## src/rtl/i2c_pkg.sv

```systemverilog
// rtl/i2c_pkg.sv - shared I2C slave error codes, read-sequencer state encoding, width helper
//
// Purpose: constants and types shared by the slave-side I2C sequencers.
// Ports:   none (package).

package i2c_pkg;

    localparam logic [1:0] ERR_NONE       = 2'b00;
    localparam logic [1:0] ERR_SDA_CHANGE = 2'b01;
    localparam logic [1:0] ERR_TIMEOUT    = 2'b10;

    typedef enum logic [2:0] {
        RB_IDLE      = 3'd0,
        RB_WAIT_RISE = 3'd1,
        RB_HIGH      = 3'd2,
        RB_DONE      = 3'd3,
        RB_ABORT     = 3'd4
    } rb_state_t;

    // Counter width able to hold 0..n-1; never narrower than one bit.
    function automatic int cnt_width(input int n);
        return (n > 1) ? $clog2(n) : 1;
    endfunction

endpackage

```

## src/rtl/i2c_scl_edge_detect.sv

```systemverilog
// rtl/i2c_scl_edge_detect.sv - rise/fall detector for the synchronised scl line
//
// Purpose: registers scl once and flags its rising and falling edges.
// Ports:
//   clock  in   system clock
//   reset  in   synchronous, active-high
//   scl    in   bus clock, already synchronised to clock
//   rise   out  scl went 0 -> 1 (combinational, valid in the edge cycle)
//   fall   out  scl went 1 -> 0 (combinational, valid in the edge cycle)

module i2c_scl_edge_detect (
    input  logic clock,
    input  logic reset,
    input  logic scl,
    output logic rise,
    output logic fall
);

    logic scl_last;

    // Reset to 1 so a bus that idles high produces no spurious rise.
    always_ff @(posedge clock) begin
        if (reset) begin
            scl_last <= 1'b1;
        end else begin
            scl_last <= scl;
        end
    end

    assign rise = ~scl_last & scl;
    assign fall = scl_last & ~scl;

endmodule

```

## src/rtl/i2c_slave_read_byte.sv

```systemverilog
// rtl/i2c_slave_read_byte.sv - slave-side receive sequencer for one I2C data word
//
// Purpose: once armed by enable, samples sda on DATA_WIDTH scl rising edges, checks
//          sda stays stable while scl is high, aborts on an scl stall, and reports the
//          outcome with a one-cycle finish pulse. The ACK bit is left to the caller.
// Ports:
//   clock       in   system clock
//   reset       in   synchronous, active-high; no finish for a reset-aborted transfer
//   enable      in   start pulse, accepted only in idle
//   scl, sda    in   bus lines, already synchronised to clock
//   busy        out  high from the cycle after enable is accepted until finish
//   data_out    out  last successfully received word, held between transfers
//   finish      out  one-cycle pulse at the end of every transfer (ok or aborted)
//   error       out  with finish: 1 = aborted
//   error_code  out  with finish: 00 ok, 01 sda changed while scl high, 10 timeout

module i2c_slave_read_byte
    import i2c_pkg::*;
#(
    parameter int DATA_WIDTH     = 8,
    parameter int MSB_FIRST      = 1,
    parameter int TIMEOUT_CYCLES = 4096
) (
    input  logic                  clock,
    input  logic                  reset,
    input  logic                  enable,
    input  logic                  scl,
    input  logic                  sda,
    output logic                  busy,
    output logic [DATA_WIDTH-1:0] data_out,
    output logic                  finish,
    output logic                  error,
    output logic [1:0]            error_code
);

    localparam int BW = cnt_width(DATA_WIDTH);
    localparam int TW = cnt_width(TIMEOUT_CYCLES);
    localparam logic [BW-1:0] LAST_BIT = BW'(DATA_WIDTH - 1);
    localparam logic [TW-1:0] T_LAST   = TW'((TIMEOUT_CYCLES > 0) ? TIMEOUT_CYCLES - 1 : 0);

    rb_state_t             state;
    rb_state_t             state_next;

    logic                  rise;
    logic                  fall;
    logic                  timed_out;

    logic [BW-1:0]         bit_cnt;
    logic [BW-1:0]         bit_cnt_next;
    logic [TW-1:0]         tcnt;
    logic [TW-1:0]         tcnt_next;
    logic [DATA_WIDTH-1:0] shift;
    logic [DATA_WIDTH-1:0] shift_next;
    logic [DATA_WIDTH-1:0] shifted;
    logic                  bit_reg;
    logic                  bit_reg_next;

    logic                  load_data;
    logic                  finish_next;
    logic                  error_next;
    logic [1:0]            code_next;

    i2c_scl_edge_detect u_edge (
        .clock (clock),
        .reset (reset),
        .scl   (scl),
        .rise  (rise),
        .fall  (fall)
    );

    // An edge always clears the counter first, so an edge landing on the
    // terminal count wins over the timeout.
    assign timed_out = (TIMEOUT_CYCLES > 0) && (tcnt == T_LAST);

    // Shift register with the new sda bit entering at the end opposite the
    // direction of travel, so the first bus bit finishes at the chosen end.
    always_comb begin
        shifted = '0;
        if (MSB_FIRST != 0) begin
            shifted    = shift << 1;
            shifted[0] = sda;
        end else begin
            shifted                 = shift >> 1;
            shifted[DATA_WIDTH-1]   = sda;
        end
    end

    always_ff @(posedge clock) begin
        if (reset) begin
            state <= RB_IDLE;
        end else begin
            state <= state_next;
        end
    end

    always_comb begin
        state_next   = state;
        bit_cnt_next = bit_cnt;
        tcnt_next    = tcnt;
        shift_next   = shift;
        bit_reg_next = bit_reg;
        load_data    = 1'b0;
        finish_next  = 1'b0;
        error_next   = 1'b0;
        code_next    = ERR_NONE;

        case (state)
            RB_IDLE: begin
                // A high phase already in progress is skipped: only a rise seen
                // from WAIT_RISE onwards is sampled.
                if (enable) begin
                    state_next   = RB_WAIT_RISE;
                    bit_cnt_next = '0;
                    tcnt_next    = '0;
                    shift_next   = '0;
                end
            end

            RB_WAIT_RISE: begin
                if (rise) begin
                    bit_reg_next = sda;
                    shift_next   = shifted;
                    tcnt_next    = '0;
                    state_next   = RB_HIGH;
                end else if (fall) begin
                    tcnt_next = '0;
                end else if (timed_out) begin
                    state_next  = RB_ABORT;
                    finish_next = 1'b1;
                    error_next  = 1'b1;
                    code_next   = ERR_TIMEOUT;
                end else if (TIMEOUT_CYCLES > 0) begin
                    tcnt_next = tcnt + 1'b1;
                end
            end

            RB_HIGH: begin
                // In the fall cycle scl is already low, so sda is free to move.
                if (fall) begin
                    tcnt_next = '0;
                    if (bit_cnt == LAST_BIT) begin
                        state_next  = RB_DONE;
                        load_data   = 1'b1;
                        finish_next = 1'b1;
                    end else begin
                        bit_cnt_next = bit_cnt + 1'b1;
                        state_next   = RB_WAIT_RISE;
                    end
                end else if (scl && (sda != bit_reg)) begin
                    state_next  = RB_ABORT;
                    finish_next = 1'b1;
                    error_next  = 1'b1;
                    code_next   = ERR_SDA_CHANGE;
                end else if (rise) begin
                    tcnt_next = '0;
                end else if (timed_out) begin
                    state_next  = RB_ABORT;
                    finish_next = 1'b1;
                    error_next  = 1'b1;
                    code_next   = ERR_TIMEOUT;
                end else if (TIMEOUT_CYCLES > 0) begin
                    tcnt_next = tcnt + 1'b1;
                end
            end

            // Result registers were loaded on entry, so finish is high for
            // exactly this one cycle while busy is still asserted.
            RB_DONE:  state_next = RB_IDLE;
            RB_ABORT: state_next = RB_IDLE;

            default:  state_next = RB_IDLE;
        endcase
    end

    always_ff @(posedge clock) begin
        if (reset) begin
            bit_cnt    <= '0;
            tcnt       <= '0;
            shift      <= '0;
            bit_reg    <= 1'b0;
            data_out   <= '0;
            finish     <= 1'b0;
            error      <= 1'b0;
            error_code <= ERR_NONE;
        end else begin
            bit_cnt    <= bit_cnt_next;
            tcnt       <= tcnt_next;
            shift      <= shift_next;
            bit_reg    <= bit_reg_next;
            finish     <= finish_next;
            error      <= error_next;
            error_code <= code_next;
            if (load_data) begin
                data_out <= shift;
            end
        end
    end

    assign busy = (state != RB_IDLE);

endmodule
```

## config.mk

```make
export PLATFORM = sky130hd
export DESIGN_NAME = i2c_slave_read_byte
export DESIGN_NICKNAME = d
export VERILOG_FILES = /design/src/rtl/i2c_pkg.sv /design/src/rtl/i2c_scl_edge_detect.sv /design/src/rtl/i2c_slave_read_byte.sv
export SDC_FILE = /design/constraint.sdc
export NUM_CORES = 1
export LEC_CHECK = 0
export CORE_MARGIN = 3
export CORE_UTILIZATION = 57
export DETAILED_ROUTE_END_ITERATION = 8
export GPL_TIMING_DRIVEN = 0
export PLACE_DENSITY = 0.79
export SKIP_LAST_GASP = 1
export SLEW_MARGIN = 20
export SYNTH_ARGS = -nofsm -noshare
export SYNTH_HDL_FRONTEND = slang
export SYNTH_SLANG_ARGS = --single-unit
export TNS_END_PERCENT = 1
```

## constraint.sdc

```tcl
create_clock -name clock -period 2.1 [get_ports clock]
set_input_delay 0.42 -clock clock [delete_from_list [all_inputs] [get_ports clock]]
set_output_delay 0.42 -clock clock [all_outputs]
set_load 0.05 [all_outputs]
```

==> results of run 1 <==
layer usage:
metal	vias up	global-route usage, %
met4	0	6.22
li1	946	-
met3	4	5.13
met5	-	0
met2	85	33.2
met1	865	33.5
cell usage after synthesis (3+ instances only):
cell / instances
sky130_fd_sc_hd__dfxtp_1: 40
sky130_fd_sc_hd__nand2_1: 31
sky130_fd_sc_hd__a21oi_1: 22
sky130_fd_sc_hd__nor2_1: 15
sky130_fd_sc_hd__nand4_1: 13
sky130_fd_sc_hd__nand3_1: 11
sky130_fd_sc_hd__a31oi_1: 8
sky130_fd_sc_hd__clkbuf_1: 8
sky130_fd_sc_hd__o31ai_1: 7
sky130_fd_sc_hd__nor3_1: 5
sky130_fd_sc_hd__o211ai_1: 5
sky130_fd_sc_hd__and3_1: 4
sky130_fd_sc_hd__buf_4: 4
sky130_fd_sc_hd__inv_1: 4
sky130_fd_sc_hd__mux2i_1: 4
sky130_fd_sc_hd__nor2b_1: 4
sky130_fd_sc_hd__nor4_1: 4
sky130_fd_sc_hd__buf_2: 3
sky130_fd_sc_hd__ha_1: 3
sky130_fd_sc_hd__nand2b_1: 3
power by group:
| group | total [mW] | internal [mW] | switching [mW] |
|---|---|---|---|
| Clock | 0.425 | 0.164 | 0.261 |
| Combinational | 0.227 | 0.0787 | 0.148 |
| Sequential | 0.781 | 0.768 | 0.0130 |
cell type report:
type	instances	share of cell area, %
Multi-Input combinational cell	180	49.2
Sequential cell	40	34.8
Buffer	15	3.59
Inverter	4	0.653
Tap cell	46	2.50
Clock inverter	1	0.326
Clock buffer	7	2.39
Timing Repair Buffer	15	6.58
how the worst min path moves through the flow:
stage | from | to | slack [ns] | cells after the start
floorplan | shift[7] | shift[7] | 0.43 | 2
global placement | shift[7] | shift[7] | 0.44 | 2
detailed placement | shift[7] | shift[7] | 0.45 | 2
CTS | scl | u_edge.scl_last | 0.32 | 2
global route | scl | u_edge.scl_last | 0.33 | 2
finish | scl | u_edge.scl_last | 0.34 | 2
metrics by stage:
stage	worst slack (ns)	hold slack (ns)	util [%]
after global routing	0.00740	0.329	67.9
final	0.0771	0.338	67.9
after floorplan	0.405	0.432	-
after global placement	-0.236	0.441	65.9
after CTS	0.0532	0.324	67.7
after detailed placement	-0.238	0.445	65.9
kinds of logic (layout without fill, tap and decap cells):
kind of cell,count (synthesis),in the layout,synth area share [%]
buffers and inverters,20,42,5.00
and+or+nand+nor,106,106,28.7
adders and majority gates,3,3,1.85
AOI/OAI and AO/OA,65,65,21.2
xor gates and xnor gates,2,2,1.79
muxes,4,4,1.98
DFF,40,40,39.5
critical path: cells and delay by family (launching register included):
family        cells  cell delay (ns)
buf+inv           2             0.54
flops             1             0.39
simple gates      1             0.32
==> results.py, run 1 <==
metrics = {
    "status": {
        "outcome": "complete, no violations",
    },
    "final_layout": {
        "seqCellArea_um2": 801,
        "num_antenna_cells": 0,
        "regMostFlops": "tcnt",
        "design.final.nets": 269,
        "final_cell_mix": "sky130_fd_sc_hd__dfxtp_1 (40), sky130_fd_sc_hd__nand2_1 (31), sky130_fd_sc_hd__a21oi_1 (22)",
        "largest_reg_flops": 12,
        "layout.cells.most_common": "sky130_fd_sc_hd__dfxtp_1",
        "layout.cell_area.non_filler_um2": 2300,
        "syn2layout_area_growth_pct": 13.5,
        "fin_cells": 308,
        "multi_input_comb_area_um2": 1130,
        "reg_top3": "tcnt (12), data_out (8), shift (8)",
        "layout-drive-gt1-share_pct": 9.92,
        "fillers": 295,
    },
    "clock_tree": {
        "tritoncts": "yes",
        "insertion_delay_ns": 0.35,
        "cts_sinks": 40,
        "post-cts-setup-buffer-count": 0,
        "cts_hold_buf": 0,
        "worst_setup_hold_path_clk_slew_ns": 0.12,
        "number_of_cells_upsized_or_downsized_after_cts": 3,
        "clock_tree.buffer_depth": 2,
        "count_of_h_tree_levels_built_during_cts": 2,
        "cts-buffers-inserted": 5,
        "clk_root_buffer_cell": "sky130_fd_sc_hd__clkbuf_4",
    },
    "route": {
        "wl_per_cell_um": 15.2,
        "wl_met2_mm": 2.05,
        "wl_mm": 4.69,
        "vias_per_cell": 6.17,
        "dr_top_layer": "met4",
        "antenna_left": 0,
        "detailroute.via_count": 1900,
        "wl_met3_um": 339,
        "first_pass_iters": 4,
        "drc_errors": 0,
        "route.layer.met1.wl_mm": 2.26,
        "drt_iter0_drc": 174,
    },
    "critical_path": {
        "worst-setup-path-type": "reg2out",
        "crit_fanout": 19,
        "crit_required_ns": 1.68,
        "cp-startpoint": "state[0]",
        "reg2reg_depth": 5,
        "regToRegEndpoint": "finish",
        "setup.worst_path.end_class": "primary output",
        "reg2reg_setup_slack_ns": 0.16,
        "worst_setup_path_endpoint": "busy",
        "timing.critical_path.slowest_stage_cell": "sky130_fd_sc_hd__dfxtp_1",
        "crit_path_cell_trace": "buf_6 > or3_1 > clkdlybuf4s15_2",
        "worst_setup_path_start_kind": "flip-flop",
        "critical-path-max-stage-delay_ns": 0.39,
        "worstPathArrival_ns": 1.60,
        "rr_startpoint": "tcnt[1]",
    },
    "timing": {
        "rsz0062_at_grt": "false",
        "final-max-slew-violation-count": 0,
        "timing.setup.tns_ns": 0,
        "post-route-min-period_ns": 2.02,
        "report.final.hold_viol_count": 0,
        "max_slew.worst_pin.slew_ns": 0.741,
        "timing.max_slew.rel_slack_pct": 50.3,
        "skew_ns": 0.00587,
        "timing.final.setup_violations": 0,
        "achievable_clock_frequency_mhz": 494,
        "finalCritPeriodShare_pct": 96.3,
    },
    "global_route": {
        "grt_pass1_vias": 1546,
        "grt_start_max_net_pins": 20,
        "grt_pass1_wl_mm": 7.64,
        "initial_antenna_violation_count": 0,
        "globalRouteTotalUtil_pct": 22.8,
        "grt_residual_overflow": 0,
    },
    "floorplanning": {
        "die_y_um": 65.6,
        "initial_standard_cell_utilization_of_the_core_pct": 59.8,
        "chipWidth_um": 65.6,
        "die_area_um2": 4310,
        "cell_rows": 21,
        "design.portCount": 18,
        "core-area_um2": 3390,
    },
    "power_and_ir_drop": {
        "cellPowerDensity_nw_per_um2": 623,
        "total_power_mw": 1.43,
        "total_leakage_power_nw": 0.746,
        "worst_ir_drop_vdd_mv": 0.339,
    },
    "yosys": {
        "synth_flop_cell": "sky130_fd_sc_hd__dfxtp_1",
        "async_flop_share_pct": 0,
        "yosys.cell_types.count": 51,
        "synth_seq_area_share_pct": 39.5,
        "post_synth_instance_area_um2": 2030,
        "postSynthRegisterBits": 40,
        "number_of_enable_flip_flop_cells_after_synthesis": 0,
        "synth_top_area_share_pct": 39.5,
        "synthesis.nets": 248,
        "synthesis.area_per_instance_um2": 8.45,
        "synth_top_cells_by_area": "sky130_fd_sc_hd__dfxtp_1 (40%), sky130_fd_sc_hd__nand2_1 (5.7%), sky130_fd_sc_hd__a21oi_1 (5.4%)",
        "yosys.area.top_type": "sky130_fd_sc_hd__dfxtp_1",
        "yosysWarnings": 0,
        "netlist_instances": 240,
    },
    "placement": {
        "numPlacedInstances": 301,
        "gp_congestion": 0.841,
        "placement.cell_area_um2": 2230,
        "place.port_buffers": 15,
        "dpl.hpwl_mm": 3.18,
    },
    "hold_path": {
        "worst_hold_path_type": "in2reg",
    },
    "job": {
        "drv_cap": 0,
    },
}
Power figures use the tool's default switching activity.
==> inputs of run 2 (changes only) <==
Settings changed: GPL_TIMING_DRIVEN 0 to unset.
==> run 2 against run 1 <==
Sequential share of layout area down 2.3 points. Routed wire length up 7.3%. First-iteration DRC count up 4.0%. Largest cell class unchanged. Die area unchanged. Setup slack better by 0.079 ns. Sequential cell count unchanged. Critical path type unchanged. Critical endpoint is now data_out[0]. Register-to-register slack better by 0.10 ns. Via count up 7.4%. Power up 11%. Clock skew up 0.014 ns. Non-clock buffer count up 14.
==> results.py, run 2 (synthesis results as in run 1) <==
metrics = {
    "critical_path": {
        "timing.critical_path.slowest_stage_cell": "sky130_fd_sc_hd__clkdlybuf4s50_1",
        "cpLargestDelayFamily": "buffers and inverters",
        "crit_required_ns": 1.68,
        "setup.worst_path.end_class": "primary output",
        "rr_startpoint": "state[1]",
        "reg2reg_depth": 5,
        "crit_path_cell_trace": "clkdlybuf4s50_1",
        "crit_buf_inv": 1,
        "reg2reg_setup_slack_ns": 0.26,
        "worst_setup_path_start_kind": "flip-flop",
        "worst-setup-path-type": "reg2out",
        "critical-path-max-stage-delay_ns": 0.80,
        "worstPathArrival_ns": 1.52,
        "crit_fanout": 2,
        "regToRegEndpoint": "tcnt[4]",
    },
    "route": {
        "antenna_left": 0,
        "wl_per_cell_um": 15.6,
        "detailroute.via_count": 2041,
        "drc_errors": 0,
        "vias_per_cell": 6.34,
        "wl_mm": 5.03,
        "drt_iter0_drc": 181,
        "first_pass_iters": 5,
    },
    "final_layout": {
        "design.final.nets": 283,
        "syn2layout_area_growth_pct": 21.7,
        "seqCellArea_um2": 802,
        "fin_util_pct": 72.8,
        "layout.cell_area.non_filler_um2": 2470,
        "layout.cells.most_common": "sky130_fd_sc_hd__dfxtp_1",
        "final_cell_mix": "sky130_fd_sc_hd__dfxtp_1 (39), sky130_fd_sc_hd__nand2_1 (31), sky130_fd_sc_hd__buf_4 (27)",
        "multi_input_comb_area_um2": 1120,
        "fin_cells": 322,
        "largest_reg_flops": 12,
        "layout-drive-gt1-share_pct": 17.0,
        "reg_top3": "tcnt (12), data_out (8), shift (8)",
        "fillers": 254,
        "regMostFlops": "tcnt",
        "num_antenna_cells": 0,
    },
    "clock_tree": {
        "tritoncts": "yes",
        "cts_hold_buf": 0,
        "worst_setup_hold_path_clk_slew_ns": 0.14,
        "count_of_h_tree_levels_built_during_cts": 2,
        "clk_root_buffer_cell": "sky130_fd_sc_hd__clkbuf_4",
        "clock_tree.buffer_depth": 2,
        "post-cts-setup-buffer-count": 0,
        "insertion_delay_ns": 0.37,
        "cts_sinks": 40,
        "cts-buffers-inserted": 5,
    },
    "floorplanning": {
        "cell_rows": 21,
        "core-area_um2": 3390,
        "die_y_um": 65.6,
        "die_area_um2": 4310,
        "initial_standard_cell_utilization_of_the_core_pct": 59.8,
        "design.portCount": 18,
        "chipWidth_um": 65.6,
    },
    "global_route": {
        "initial_antenna_violation_count": 0,
        "grt_residual_overflow": 0,
        "grt_pass1_wl_mm": 8.38,
        "globalRouteTotalUtil_pct": 25.5,
        "grt_start_max_net_pins": 17,
        "grt_pass1_vias": 1778,
    },
    "timing": {
        "timing.final.setup_violations": 0,
        "report.final.hold_viol_count": 0,
        "final-max-slew-violation-count": 0,
        "post-route-min-period_ns": 1.94,
        "skew_ns": 0.0200,
        "finalCritPeriodShare_pct": 92.6,
        "achievable_clock_frequency_mhz": 514,
        "max_slew.worst_pin.slew_ns": 0.575,
        "timing.max_slew.rel_slack_pct": 61.6,
        "rsz0062_at_grt": "false",
    },
    "power_and_ir_drop": {
        "worst_ir_drop_vdd_mv": 0.400,
        "cellPowerDensity_nw_per_um2": 645,
        "total_power_mw": 1.59,
        "total_leakage_power_nw": 0.841,
    },
    "status": {
        "outcome": "complete, no violations",
    },
    "hold_path": {
        "hp-start": "shift[7]",
        "min_delay_path_depth": 2,
        "worst_hold_endpoint": "data_out[7]",
        "worst_hold_path_type": "reg2reg",
    },
    "placement": {
        "numPlacedInstances": 314,
        "placement.cell_area_um2": 2380,
        "place.port_buffers": 17,
        "gp_congestion": 0.911,
        "dpl.hpwl_mm": 3.41,
    },
    "job": {
        "drv_cap": 0,
    },
}
==> run 2: per-stage QoR <==
stage	setup slack, ns	setup TNS [ns]	hold slack (ns)
final	0.156	0	0.462
after global routing	0.0910	0	0.490
after CTS	0.0459	0	0.462
after detailed placement	-0.0524	-0.112	0.444
after global placement	0.0353	0	0.439
after floorplan	0.405	0	0.432
==> run 2: where the power goes <==
| group | internal, mW | total [mW] | switching, mW |
|---|---|---|---|
| Clock | 0.254 | 0.531 | 0.277 |
| Sequential | 0.769 | 0.793 | 0.0237 |
| Combinational | 0.120 | 0.267 | 0.147 |
==> run 2: area by class of cell <==
class	instances	share of cell area [%]
clock buffer	5	1.52
multi-input combinational	180	45.6
inverter	4	0.609
sequential	40	32.5
timing repair buffer	44	15.5
tap	46	2.33
clock inverter	3	1.93
==> run 2: how the worst max path moves through the flow <==
stage | start | endpoint | slack, ns | cells past startpoint
global placement | scl | tcnt[2] | 0.04 | 6
global route | data_out[5] | data_out[5] | 0.09 | 1
floorplan | state[0] | busy | 0.40 | 3
CTS | state[0] | busy | 0.05 | 3
detailed placement | scl | tcnt[2] | -0.05 | 6
finish | data_out[0] | data_out[0] | 0.16 | 1
==> run 2: what timing repair did <==
action                                 4_1_cts  5_1_grt
endpoints found under the hold margin        0        0
setup endpoints to repair                    0        1
gates resized for setup                      0        1
==> run 2: routing by layer <==
metal	vias to the layer above	wire [µm]	global-route usage (%)
li1	972	-	-
met1	975	2300	35.4
met2	85	2310	38.9
met3	9	345	5.64
met4	0	76	8.81
met5	-	0	0
